## config.mk

```make
export PLATFORM = sky130hd
export DESIGN_NAME = cassette_player
export DESIGN_NICKNAME = d
export VERILOG_FILES = /design/src/rtl/cassette_player.sv
export SDC_FILE = /design/constraint.sdc
export NUM_CORES = 1
export LEC_CHECK = 0
export ABC_AREA = 1
export BUFFER_PORTS_ARGS = -buffer_cell sky130_fd_sc_hd__buf_2
export CELL_PAD_IN_SITES_DETAIL_PLACEMENT = 1
export CELL_PAD_IN_SITES_GLOBAL_PLACEMENT = 2
export CORE_MARGIN = 2
export CORE_UTILIZATION = 34
export DETAILED_ROUTE_END_ITERATION = 7
export GPL_TIMING_DRIVEN = 0
export PLACE_DENSITY = 0.79
export SYNTH_ARGS = -nofsm -noshare
export SYNTH_HDL_FRONTEND = slang
export SYNTH_SLANG_ARGS = --single-unit
export TNS_END_PERCENT = 50
```

## constraint.sdc

```tcl
create_clock -name clk -period 4.4 [get_ports clk]
set_input_delay 1.1 -clock clk [delete_from_list [all_inputs] [get_ports clk]]
set_output_delay 1.1 -clock clk [all_outputs]
set_load 0.05 [all_outputs]
```

## src/rtl/cassette_player.sv

```systemverilog
// Cassette playback engine: streams a tape image from SDRAM and FSK-encodes it onto the
// CoCo cassette input, one square cycle per bit, LSB first, paced by rising edges of Q.
module cassette_player #(
    parameter int ADDR_W    = 25,
    parameter int GAP_TICKS = 445000,
    parameter int HALF_ONE  = 186,
    parameter int HALF_ZERO = 373,
    parameter int NAME_GAP  = 1
) (
    input  logic              clk,
    input  logic              reset,
    input  logic              Q,
    input  logic              motor,
    input  logic              rewind,
    input  logic [ADDR_W-1:0] tape_len,
    output logic [ADDR_W-1:0] sdram_addr,
    output logic              sdram_rd,
    input  logic              sdram_ack,
    input  logic [7:0]        sdram_data,
    output logic              data,
    output logic              eot,
    output logic [2:0]        status
);

    localparam int GAP_W    = $clog2(GAP_TICKS + 1);
    localparam int HALF_MAX = (HALF_ONE > HALF_ZERO) ? HALF_ONE : HALF_ZERO;
    localparam int HALF_W   = $clog2(HALF_MAX + 1);

    localparam logic [2:0] S_IDLE  = 3'd0;
    localparam logic [2:0] S_GAP   = 3'd1;
    localparam logic [2:0] S_FETCH = 3'd2;
    localparam logic [2:0] S_SEND  = 3'd3;
    localparam logic [2:0] S_ADV   = 3'd4;
    localparam logic [2:0] S_END   = 3'd5;

    logic [2:0]        state;
    logic              q_d;
    logic              tick;
    logic [2:0]        rw_s;
    logic              rw_edge;
    logic              rew_pend;
    logic              motor_d;
    logic              drop_pend;
    logic              stale;
    logic [GAP_W-1:0]  gap_cnt;
    logic [HALF_W-1:0] half_cnt;
    logic [HALF_W-1:0] half_cur;
    logic [HALF_W-1:0] half_nxt;
    logic [2:0]        bit_idx;
    logic              phase_lo;
    logic              armed;
    logic              data_q;
    logic [7:0]        byte_q;
    logic [23:0]       seq;
    logic [23:0]       nseq;
    logic              name;
    logic              eof;
    logic [ADDR_W-1:0] naddr;

    assign tick     = Q & ~q_d;
    assign rw_edge  = rw_s[1] & ~rw_s[2];
    assign nseq     = {seq[15:0], byte_q};
    assign naddr    = sdram_addr + ADDR_W'(1);
    assign half_cur = byte_q[bit_idx] ? HALF_W'(HALF_ONE - 1) : HALF_W'(HALF_ZERO - 1);
    assign half_nxt = byte_q[bit_idx + 3'd1] ? HALF_W'(HALF_ONE - 1) : HALF_W'(HALF_ZERO - 1);
    assign data     = data_q & motor & ~drop_pend;
    assign eot      = (state == S_END);
    assign status   = state;

    always_ff @(posedge clk or posedge reset) begin
        if (reset) begin
            state      <= S_IDLE;
            q_d        <= 1'b0;
            rw_s       <= '0;
            rew_pend   <= 1'b0;
            motor_d    <= 1'b0;
            drop_pend  <= 1'b0;
            stale      <= 1'b0;
            gap_cnt    <= '0;
            half_cnt   <= '0;
            bit_idx    <= '0;
            phase_lo   <= 1'b0;
            armed      <= 1'b0;
            data_q     <= 1'b0;
            byte_q     <= '0;
            seq        <= '0;
            name       <= 1'b0;
            eof        <= 1'b0;
            sdram_addr <= '0;
            sdram_rd   <= 1'b0;
        end else begin
            q_d     <= Q;
            motor_d <= motor;
            rw_s    <= {rw_s[1:0], rewind};

            // An ack for a request abandoned by motor-off/rewind is swallowed here;
            // if FETCH was re-entered meanwhile the request line simply stays up.
            if (sdram_ack && sdram_rd) begin
                if (stale) begin
                    stale    <= 1'b0;
                    sdram_rd <= (state == S_FETCH);
                end else begin
                    sdram_rd <= 1'b0;
                    if (state == S_FETCH) begin
                        byte_q   <= sdram_data;
                        state    <= S_SEND;
                        bit_idx  <= '0;
                        phase_lo <= 1'b0;
                        armed    <= 1'b0;
                        half_cnt <= '0;
                    end
                end
            end

            if (tick) begin
                if (rew_pend || drop_pend) begin
                    state     <= S_IDLE;
                    data_q    <= 1'b0;
                    rew_pend  <= 1'b0;
                    drop_pend <= 1'b0;
                    if (sdram_rd) begin
                        stale <= ~sdram_ack;
                        if (sdram_ack) sdram_rd <= 1'b0;
                    end
                    if (rew_pend) begin
                        sdram_addr <= '0;
                        seq        <= '0;
                        name       <= 1'b0;
                        eof        <= 1'b0;
                    end
                end else begin
                    case (state)
                        S_IDLE: if (motor) begin
                            state   <= S_GAP;
                            gap_cnt <= GAP_W'(GAP_TICKS);
                        end
                        S_GAP: begin
                            if (gap_cnt <= GAP_W'(1)) begin
                                if (sdram_addr < tape_len) begin
                                    state    <= S_FETCH;
                                    sdram_rd <= 1'b1;
                                end else begin
                                    state <= S_END;
                                end
                            end else begin
                                gap_cnt <= gap_cnt - 1'b1;
                            end
                        end
                        S_SEND: begin
                            if (!armed) begin
                                armed    <= 1'b1;
                                data_q   <= 1'b1;
                                half_cnt <= half_cur;
                            end else if (half_cnt != '0) begin
                                half_cnt <= half_cnt - 1'b1;
                            end else if (!phase_lo) begin
                                phase_lo <= 1'b1;
                                data_q   <= 1'b0;
                                half_cnt <= half_cur;
                            end else if (bit_idx == 3'd7) begin
                                state <= S_ADV;
                            end else begin
                                bit_idx  <= bit_idx + 3'd1;
                                phase_lo <= 1'b0;
                                data_q   <= 1'b1;
                                half_cnt <= half_nxt;
                            end
                        end
                        S_ADV: begin
                            seq        <= nseq;
                            sdram_addr <= naddr;
                            if (nseq == 24'h553C00) name <= 1'b1;
                            if (nseq == 24'h553CFF) eof <= 1'b1;
                            if (nseq == 24'h00FF55 && eof) begin
                                state <= S_END;
                            end else if (nseq == 24'h555555 && name && NAME_GAP != 0) begin
                                // step back so the three leader bytes are replayed after the gap
                                name       <= 1'b0;
                                sdram_addr <= naddr - ADDR_W'(3);
                                seq        <= '0;
                                state      <= S_GAP;
                                gap_cnt    <= GAP_W'(GAP_TICKS);
                            end else if (naddr == tape_len) begin
                                state <= S_END;
                            end else begin
                                state    <= S_FETCH;
                                sdram_rd <= 1'b1;
                            end
                        end
                        default: ;
                    endcase
                end
            end

            if (rw_edge) rew_pend <= 1'b1;
            if (motor_d && !motor && state != S_END) drop_pend <= 1'b1;
        end
    end

endmodule

```

==> summary.md, run 1 <==
| Metric | Value |
|---|---|
| Switching Fraction | `33.4%` |
| Relative slew margins | `55.3%` |
| Initial Utilization | `34.9%` |
| DR WL/cell | `16.5 um` |
| Vias in the first global route | `7,635` |
| Clk sink count | `97` |
| PD cells | `287 nW/um^2` |
| Unrepaired setup endpoints after global routing | `no` |
| Hold Path Class | `flip-flop to flip-flop` |
| Flops & latches, synth | `97` |
| Congestion Overflow GR | `0` |
| Die area | `23,000 um^2` |
| Cells after synthesis | `1,114` |
| IO buf count | `69` |
| Synth Warn # | `0` |
| Die height | `152 um` |
| Post-synth top area cell | `dfrtp_1` |
| Combinational cell fraction of total power | `20.4%` |
| R2R depth | `10` |
| First-pass GRT wire length | `39.7 mm` |
| Hold path endpoint | `rw_s[1]$_DFF_PP0_` |
| I/O pin total | `70` |
| Asr flop ratio synth | `100%` |
| Clk Latency, worst-skew pair | `360 ps` |
| Clock Power Share | `35.4%` |
| H-tree depth | `3` |
| Hold Slack | `352 ps` |
| Vias per std cell | `5.07` |
| Hold_sp | `rw_s[0]$_DFF_PP0_` |
| Total GRT Usage | `22.1%` |
| Final min period | `3350 ps` |
| Seq/Total Area, Yosys | `32.8%` |
| DP Area | `8120 um^2` |
| P_leak | `4.28 nW` |
| Register share of total power | `44.1%` |
| Worst Path Arrival | `3620 ps` |
| Total power | `2.42 mW` |
| Diodes inserted | `0` |
| Worst setup SP type | `input port` |
| Routed via count | `7,483` |
| Net count of the mapped netlist | `1,185` |
| Clk slew on worst S/H paths | `70 ps` |
| DIE WIDTH | `152 um` |
| Drt first pass iters | `4` |
| Crit Path Category | `input port to flip-flop` |
| Final period utilization | `76.1%` |
| Pint | `1.61 mW` |
| Peak VDD IR | `0.196 mV` |
| Largest net degree at the start of global routing | `51` |
| Total setup buffers inserted after CTS | `0` |
| Max Cap Viol | `0` |
| Total CTS buffers | `9` |
| WHS Path Cells | `0` |
| Routability cong. | `0.809` |
| Final WS setup | `1050 ps` |
| Distinct cell type count after synthesis | `46` |
| Clock root buffer | `clkbuf_16` |
| Setup WS pre-CTS | `678 ps` |
| Clk_skew | `11.4 ps` |
| Clk buf depth | `2` |
| Layout cells sized above 1 | `11.8%` |
| Critical path peak fanout | `10` |
| Post-route ant nets | `0` |
| Reg-to-Reg End | `sdram_addr[11]$_DFFE_PP0P_` |
| CP endpoint kind | `flip-flop` |
| Cell Rows | `53` |
| Outcome | `finished, final reports clean` |
| EDFF count, synth | `0` |
| Fmax | `0.299 GHz` |
| CTS tree | `yes` |
| Synth top area share | `32.8%` |
| Drt initial violations | `226` |
| Post-DP HPWL | `19.5 mm` |
| Total wire length | `24.4 mm` |
| Final setup vio count | `0` |
| NetSw | `0.811 mW` |
| Average size of a mapped cell | `6.65 um^2` |
| Slew @ Worst Pin | `671 ps` |
| Cts hold-fix bufs | `0` |
| Post-route DRC violation count | `0` |
| # resized after CTS | `0` |
| Area growth syn-to-layout | `14.0%` |
| Finished Cell Area | `8440 um^2` |
| Max-slew violations | `0` |
| Mapped Area | `7400 um^2` |
| Dominant synthesized flop cell | `dfrtp_1` |
| Top post-synthesis cells by area | `dfrtp_1, nand2_1, inv_1` |
| Most common library cells after synthesis | `nand2_1, inv_1, nor2_1, dfrtp_1, nand3_1` |
| TNS Setup | `0 ps` |
| Nets | `1,266` |
| Antenna violations before repair | `0` |
| Top-count cell post-synth | `nand2_1` |
| Core ar. | `21,200 um^2` |
| Reg-to-reg critical path startpoint | `q_d$_DFF_PP0_` |
| Reg2Reg Setup Slack | `1520 ps` |
| CP required | `4670 ps` |
| Final hold vios | `0` |
sequential cells by signal, summed over array words and instances, names as in the netlist, 3 cells and up, named ones only:
name,cells
sdram_addr,25
gap_cnt,19
seq,16
half_cnt,9
byte_q,8
bit_idx,3
rw_s,3
status,3
worst max path at each step:
stage               startpoint                         end  depth (start not counted)
floorplan                reset                   async pin                          1
global placement         reset   sdram_addr[2]$_DFFE_PP0P_                          2
detailed placement           Q  sdram_addr[11]$_DFFE_PP0P_                         12
CTS                          Q  sdram_addr[11]$_DFFE_PP0P_                         12
global route                 Q   sdram_addr[9]$_DFFE_PP0P_                         12
finish                       Q  sdram_addr[11]$_DFFE_PP0P_                         12
area by class of cell:
type,count,area (um^2)
fill,2829,12800
multi-input combinational,837,4290
sequential,97,2430
inverter,166,626
timing repair buffer,70,373
tap,275,344
clock buffer,10,239
clock inverter,6,76.3
buffer,14,67.6
per-layer routing:
metal  GRT usage, %  up-vias  share of wire (%)
li1               -     3824                  -
met3           2.19       18                1.8
met1           29.2     3573                 48
met2           39.1       68                 49
met5              0        -                  0
met4           5.32        0                1.4
through the flow:
step	util, %	instances
3_5_place_dp	38.3	1459
5_1_grt	39.8	1475
6_report	39.8	1475
3_3_place_gp	38.1	1458
2_1_floorplan	-	1114
4_1_cts	39.8	1475
power groups by stage:
stage	registers (mW)	logic, mW	clock network (mW)
after floorplan	1.08	0.341	0
after global placement	1.09	0.488	0
after detailed placement	1.09	0.501	0
after CTS	1.07	0.507	0.883
after global routing	1.09	0.575	0.914
final	1.07	0.496	0.859
worst max-delay path, cell delays in order:
cell	delay, ps
buf_2	90
inv_1	30
nor2_1	380
inv_2	210
nor2_1	290
inv_1	240
nor2_4	280
inv_1	240
clkbuf_1	320
a21oi_1	190
o21ai_1	130
o21ai_0	90
kinds of logic (layout without fill, tap and decap cells):
logic type	count (synthesis)	count (layout)	synth area share (%)
and+or+nand+nor	600	600	36.4
adders and majority gates	32	32	5.41
DFF	97	97	32.8
buffers and inverters	180	266	9.33
xor gates and xnor gates	11	11	1.30
AOI/OAI and AO/OA	194	194	14.8
cell usage in the layout (no fill, tap or decap), types with 6 or more instances in the layout:
master and n:
nand2_1 279, inv_1 159, nor2_1 134, dfrtp_1 97, nand3_1 84, o21ai_0 74
buf_2 72, a21oi_1 60, ha_1 32, nand4_1 27, nor3_1 24, nand2_2 14
o21ai_1 12, o22ai_1 12, nor2_2 10, xor2_1 9, clkbuf_16 9, clkbuf_1 8
nand3_2 6
Power figures use the tool's default switching activity.
==> run 2, diff against run 1 <==
--- a/config.mk
+++ b/config.mk
@@ -10,10 +10,10 @@
 export CELL_PAD_IN_SITES_DETAIL_PLACEMENT = 1
 export CELL_PAD_IN_SITES_GLOBAL_PLACEMENT = 2
 export CORE_MARGIN = 2
-export CORE_UTILIZATION = 34
+export CORE_UTILIZATION = 30
 export DETAILED_ROUTE_END_ITERATION = 7
 export GPL_TIMING_DRIVEN = 0
-export PLACE_DENSITY = 0.79
+export PLACE_DENSITY = 0.74
 export SYNTH_ARGS = -nofsm -noshare
 export SYNTH_HDL_FRONTEND = slang
 export SYNTH_SLANG_ARGS = --single-unit
==> constraint.sdc (replaced) <==
create_clock -name clk -period 2.9 [get_ports clk]
set_input_delay 0.725 -clock clk [delete_from_list [all_inputs] [get_ports clk]]
set_output_delay 0.725 -clock clk [all_outputs]
set_load 0.05 [all_outputs]
==> run 2 against run 1 <==
Critical path depth unchanged. Final cell count up 3.6%. Power increased by 50%. Global-route usage down 2.3 points. Worst setup slack lost 800 ps. Core utilization shrank 4.5 points. Clock power increased by 46%. Wire length up 0.90%. Clock-buffer cell count unchanged. Worst hold slack better by 1.3 ps. Combinational power grew 50%. Critical endpoint is now sdram_addr[18]$_DFFE_PP0P_. Non-clock buffer count grew 4.
==> summary.md, run 2 (same netlist as run 1, synthesis figures left out) <==
| Metric | Value |
|---|---|
| Largest net degree at the start of global routing | `39` |
| Total wire length | `24.6 mm` |
| Hold Slack | `353 ps` |
| Die height | `161 um` |
| R2R depth | `12` |
| Area growth syn-to-layout | `15.6%` |
| Critical path's slowest cell | `nor3_1` |
| Worst Path Arrival | `2870 ps` |
| Clock root buffer | `clkbuf_16` |
| DR WL/cell | `16.1 um` |
| Clk sink count | `97` |
| Routability cong. | `0.823` |
| Outcome | `finished, final reports clean` |
| Max Cap Viol | `0` |
| Cells along the critical path | `ha_2 -> nand2_2 -> nor2_8 -> nand2_2 -> nand2_1 -> nand2_2 -> nor2_2 -> nand2_1 -> nor3_1 -> nand3_1 -> nand2_1 -> o22ai_1` |
| Drt initial violations | `256` |
| Final min period | `2650 ps` |
| Crit Path Category | `flip-flop to flip-flop` |
| Die area | `26,000 um^2` |
| Hold_sp | `rw_s[0]$_DFF_PP0_` |
| Cell Rows | `57` |
| Clk Latency, worst-skew pair | `360 ps` |
| Reg-to-Reg End | `sdram_addr[18]$_DFFE_PP0P_` |
| Max-slew violations | `0` |
| Clk buf depth | `2` |
| Peak per-stage delay on the critical path | `490 ps` |
| Post-DP HPWL | `20.0 mm` |
| Clk_skew | `6.63 ps` |
| Relative slew margins | `54.3%` |
| Setup WS pre-CTS | `-490 ps` |
| Routed via count | `7,511` |
| Congestion Overflow GR | `0` |
| Most frequent cells in the layout | `nand2_1, inv_1, nor2_1` |
| Hold Path Class | `flip-flop to flip-flop` |
| CP startpoint | `sdram_addr[1]$_DFFE_PP0P_` |
| CP required | `3120 ps` |
| Vias per std cell | `4.92` |
| Max reg flops | `25` |
| Total CTS buffers | `9` |
| Critical path peak fanout | `8` |
| Setup crit end | `sdram_addr[18]$_DFFE_PP0P_` |
| Final WS setup | `251 ps` |
| Drt first pass iters | `4` |
| Placed cell count | `1,509` |
| PD cells | `424 nW/um^2` |
| Core ar. | `24,200 um^2` |
| Initial Utilization | `30.5%` |
| Final setup vio count | `0` |
| Unrepaired setup endpoints after global routing | `yes` |
| IO buf count | `69` |
| Biggest regs | `sdram_addr: 25 flops, gap_cnt: 19 flops, seq: 16 flops` |
| Final Non-Filler Cells | `1,528` |
| CP endpoint kind | `flip-flop` |
| First-pass GRT wire length | `41.3 mm` |
| Worst setup SP type | `flip-flop` |
| Antenna violations before repair | `0` |
| CTS tree | `yes` |
| I/O pin total | `70` |
| Peak VDD IR | `0.267 mV` |
| Reg2Reg Setup Slack | `250 ps` |
| Commonest non-fill, non-tap cell in the layout | `nand2_1` |
| Post-route ant nets | `0` |
| Final period utilization | `91.3%` |
| Post-route DRC violation count | `0` |
| Layout cells sized above 1 | `13.0%` |
| Clk slew on worst S/H paths | `70 ps` |
| Total GRT Usage | `19.8%` |
| Slew @ Worst Pin | `685 ps` |
| DIE WIDTH | `161 um` |
| Final hold vios | `0` |
| Reg-to-reg critical path startpoint | `sdram_addr[1]$_DFFE_PP0P_` |
| P_leak | `4.28 nW` |
| Diodes inserted | `0` |
| Largest Register | `sdram_addr` |
| Nets | `1,270` |
| Vias in the first global route | `7,791` |
| H-tree depth | `3` |
| Fmax | `0.378 GHz` |
run 2: worst min-delay path by stage:
stage / endpoint / slack, ps / cells past startpoint
after floorplan: rw_s[1]$_DFF_PP0_ / 330 / 0
after global placement: rw_s[1]$_DFF_PP0_ / 330 / 0
after detailed placement: rw_s[1]$_DFF_PP0_ / 340 / 0
after CTS: rw_s[1]$_DFF_PP0_ / 360 / 0
after global routing: rw_s[1]$_DFF_PP0_ / 360 / 0
final: rw_s[1]$_DFF_PP0_ / 350 / 0
run 2: power breakdown:
group,leakage (nW),internal [mW],switching [mW]
Combinational,2.91,0.252,0.494
Sequential,1.23,1.50,0.133
Clock,0.148,0.688,0.562
run 2: area by class of cell:
class	count	area, um^2
Timing Repair Buffer	74	408
Tap cell	324	405
Multi-Input combinational cell	837	4320
Inverter	166	631
Buffer	14	68.8
Sequential cell	97	2430
Clock inverter	6	57.6
Clock buffer	10	239
Fill cell	3185	15700
run 2: worst max-delay path, delay by kind of cell (launching register included):
family / cells / cell delay, ps
DFF: 1 / 440
and+or+nand+nor: 10 / 1740
adders and majority gates: 1 / 260
AOI/OAI and AO/OA: 1 / 60
run 2: per-stage QoR:
| step | instance area [um^2] | setup TNS, ps | utilization (%) | power [mW] |
|---|---|---|---|---|
| CTS | 8500 | 0 | 35.0 | 3.69 |
| detailed placement | 8200 | -7730 | 33.8 | 2.41 |
| floorplan | 7410 | 0 | - | 2.16 |
| global route | 8560 | -7.38 | 35.3 | 3.87 |
| finish | 8560 | 0 | 35.3 | 3.63 |
| global placement | 8160 | -7990 | 33.6 | 2.39 |
run 2: what timing repair did:
item	in CTS	in global routing
hold endpoints to repair	0	0
gates cloned	0	0
resized for setup	1	15
pin swaps	0	1
setup buffers	0	3
hold buffers	0	0
setup endpoints to repair	7	31
run 2: metal layers:
layer	part of all wire, %	vias to the layer above	global-route usage, %
met5	0	-	0
met4	1.5	0	5.40
met3	1.9	20	1.64
met2	48	75	34.5
met1	48	3583	26.5
li1	-	3833	-
==> run 3, diff against run 2 <==
--- a/config.mk
+++ b/config.mk
@@ -10,10 +10,12 @@
 export CELL_PAD_IN_SITES_DETAIL_PLACEMENT = 1
 export CELL_PAD_IN_SITES_GLOBAL_PLACEMENT = 2
 export CORE_MARGIN = 2
-export CORE_UTILIZATION = 30
+export CORE_UTILIZATION = 34
 export DETAILED_ROUTE_END_ITERATION = 7
 export GPL_TIMING_DRIVEN = 0
-export PLACE_DENSITY = 0.74
+export HOLD_SLACK_MARGIN = 0.02
+export PLACE_DENSITY = 0.79
+export RECOVER_POWER = 100
 export SYNTH_ARGS = -nofsm -noshare
 export SYNTH_HDL_FRONTEND = slang
 export SYNTH_SLANG_ARGS = --single-unit
==> constraint.sdc (replaced) <==
create_clock -name clk -period 2.73 [get_ports clk]
set_input_delay 0.6825 -clock clk [delete_from_list [all_inputs] [get_ports clk]]
set_output_delay 0.6825 -clock clk [all_outputs]
set_load 0.05 [all_outputs]
==> run 3 against run 2 <==
The flow now finishes with violations (capacitance limit, slew limit). Combinational power up 9.4%. Flip-flop and latch count unchanged. Global-route usage up 2.5 points. Critical endpoint is now sdram_addr[20]$_DFFE_PP0P_. Largest cell class unchanged. Largest power group unchanged.
==> summary.md, run 3 (same netlist as run 1, synthesis figures left out) <==
| Metric | Value |
|---|---|
| I/O pin total | `70` |
| Nets | `1,280` |
| Total CTS buffers | `9` |
| Setup WS pre-CTS | `-532 ps` |
| CP required | `2970 ps` |
| Clk_skew | `12.0 ps` |
| Fillers | `2,843` |
| P_leak | `4.19 nW` |
| Total GRT Usage | `22.3%` |
| CP endpoint kind | `flip-flop` |
| Reg2Reg Setup Slack | `160 ps` |
| R2R depth | `14` |
| Die area | `23,000 um^2` |
| Routed via count | `7,636` |
| CTS tree | `yes` |
| Multi-input gate area | `4400 um^2` |
| Clk Latency, worst-skew pair | `360 ps` |
| Outcome | `finished with violations` |
| WHS Path Cells | `0` |
| Post-route DRC violation count | `0` |
| Die height | `152 um` |
| Post-DP HPWL | `19.7 mm` |
| Failing checks | `capacitance limit, slew limit` |
| Worst Path Arrival | `2810 ps` |
| Clk sink count | `97` |
| Most frequent cells in the layout | `nand2_1, inv_1, nor2_1` |
| Hold Slack | `354 ps` |
| Critical path peak fanout | `8` |
| Total power | `3.85 mW` |
| Layout cells sized above 1 | `12.3%` |
| Final period utilization | `94.2%` |
| Antenna violations before repair | `0` |
| Vias in the first global route | `7,808` |
| Vias per std cell | `5.13` |
| Commonest non-fill, non-tap cell in the layout | `nand2_1` |
| Peak VDD IR | `0.309 mV` |
| PD cells | `449 nW/um^2` |
| Final hold vios | `0` |
| DIE WIDTH | `152 um` |
| Total wire length | `24.6 mm` |
| Final min period | `2570 ps` |
| Final setup vio count | `0` |
| Clock root buffer | `clkbuf_16` |
| Slew @ Worst Pin | `1660 ps` |
| Clk buf depth | `2` |
| Fmax | `0.389 GHz` |
| Diodes inserted | `0` |
| Max-slew violations | `37` |
| Register area | `2440 um^2` |
| Core ar. | `21,200 um^2` |
| Initial Utilization | `34.9%` |
| Final WS setup | `159 ps` |
| Congestion Overflow GR | `0` |
| Max Cap Viol | `1` |
| Cell Rows | `53` |
| Hold_sp | `rw_s[0]$_DFF_PP0_` |
| Hold path endpoint | `rw_s[1]$_DFF_PP0_` |
| Clk slew on worst S/H paths | `80 ps` |
| First-pass GRT wire length | `40.3 mm` |
| Core Util, Final | `40.4%` |
| Largest net degree at the start of global routing | `37` |
| DR WL/cell | `16.5 um` |
| Drt initial violations | `197` |
| Drt first pass iters | `4` |
| Hold Path Class | `flip-flop to flip-flop` |
| Relative slew margins | `-11.1%` |
| Largest Register | `sdram_addr` |
| Post-route ant nets | `0` |
| Reg-to-reg critical path startpoint | `sdram_addr[1]$_DFFE_PP0P_` |
| Max reg flops | `25` |
| Biggest regs | `sdram_addr: 25 flops, gap_cnt: 19 flops, seq: 16 flops` |
| Worst setup SP type | `flip-flop` |
| IO buf count | `69` |
| Cts hold-fix bufs | `0` |
| Area growth syn-to-layout | `15.9%` |
| H-tree depth | `3` |
| Crit Path Category | `flip-flop to flip-flop` |
| Routability cong. | `0.816` |
| Reg-to-Reg End | `sdram_addr[20]$_DFFE_PP0P_` |
-- run 3: cell count changes in the layout (fill, tap and decap cells not counted), sizes merged --
cell / previous run / this run
clkbuf: 18 / 57
buf: 80 / 50
inv: 164 / 168
bufinv: 1 / 0
clkinv: 4 / 3
clkinvlp: 3 / 2
-- run 3: area by class of cell --
cell class | count | area share (%)
well taps | 275 | 4.01
clock inverters | 7 | 0.831
repair buffers | 84 | 4.71
clock buffers | 9 | 2.63
plain buffers | 14 | 0.773
flip-flops and latches | 97 | 28.4
multi-input cells | 837 | 51.3
inverters | 166 | 7.32
-- run 3: report_power, final --
group          switching, mW  internal [mW]  total, mW  leakage [nW]
registers              0.138           1.59       1.73          1.22
clock network          0.664          0.647       1.31         0.146
logic                  0.542          0.274      0.816          2.82
total                   1.34           2.51       3.85          4.19
-- run 3: worst max-delay path, stage by stage, from the launching register on --
cell and delay (ps):
dfrtp_2 450, ha_4 190, nand2_2 110, nor2_8 230, nand3_2 160, nand2_1 120
nand2_1 120, inv_1 110, nand2_1 130, nor2_2 180, nand3_2 110, nor2_2 120
nand2_1 80, o21ai_1 220, o21ai_1 110
-- run 3: how the worst max path moves through the flow --
stage	endpoint	startpoint	slack, ps
floorplan	sdram_addr[23]$_DFFE_PP0P_	sdram_addr[1]$_DFFE_PP0P_	210
global placement	sdram_addr[9]$_DFFE_PP0P_	Q	-550
detailed placement	sdram_addr[9]$_DFFE_PP0P_	Q	-530
CTS	sdram_addr[9]$_DFFE_PP0P_	Q	4
global route	sdram_addr[24]$_DFFE_PP0P_	sdram_addr[1]$_DFFE_PP0P_	-10
finish	sdram_addr[20]$_DFFE_PP0P_	sdram_addr[1]$_DFFE_PP0P_	160
-- run 3: per-stage QoR --
stage	area [um^2]	std cells	setup TNS (ps)
final	8580	1489	0
after global routing	8580	1489	-12.2
after CTS	8450	1476	0
after detailed placement	8140	1460	-11740
after global placement	8100	1458	-12360
after floorplan	7410	1114	0
-- run 3: timing repair --
| action | 4_1_cts | 5_1_grt |
|---|---|---|
| endpoints found under the setup margin | 20 | 39 |
| pin swaps | 0 | 7 |
| setup buffers | 0 | 13 |
| resized for setup | 6 | 36 |
-- run 3: metal layers --
layer,vias up,track usage [%],wire length (um)
met5,-,0,0
met4,0,5.37,382
met3,25,1.83,438
met2,71,39.4,11900
met1,3680,29.7,11800
li1,3860,-,-
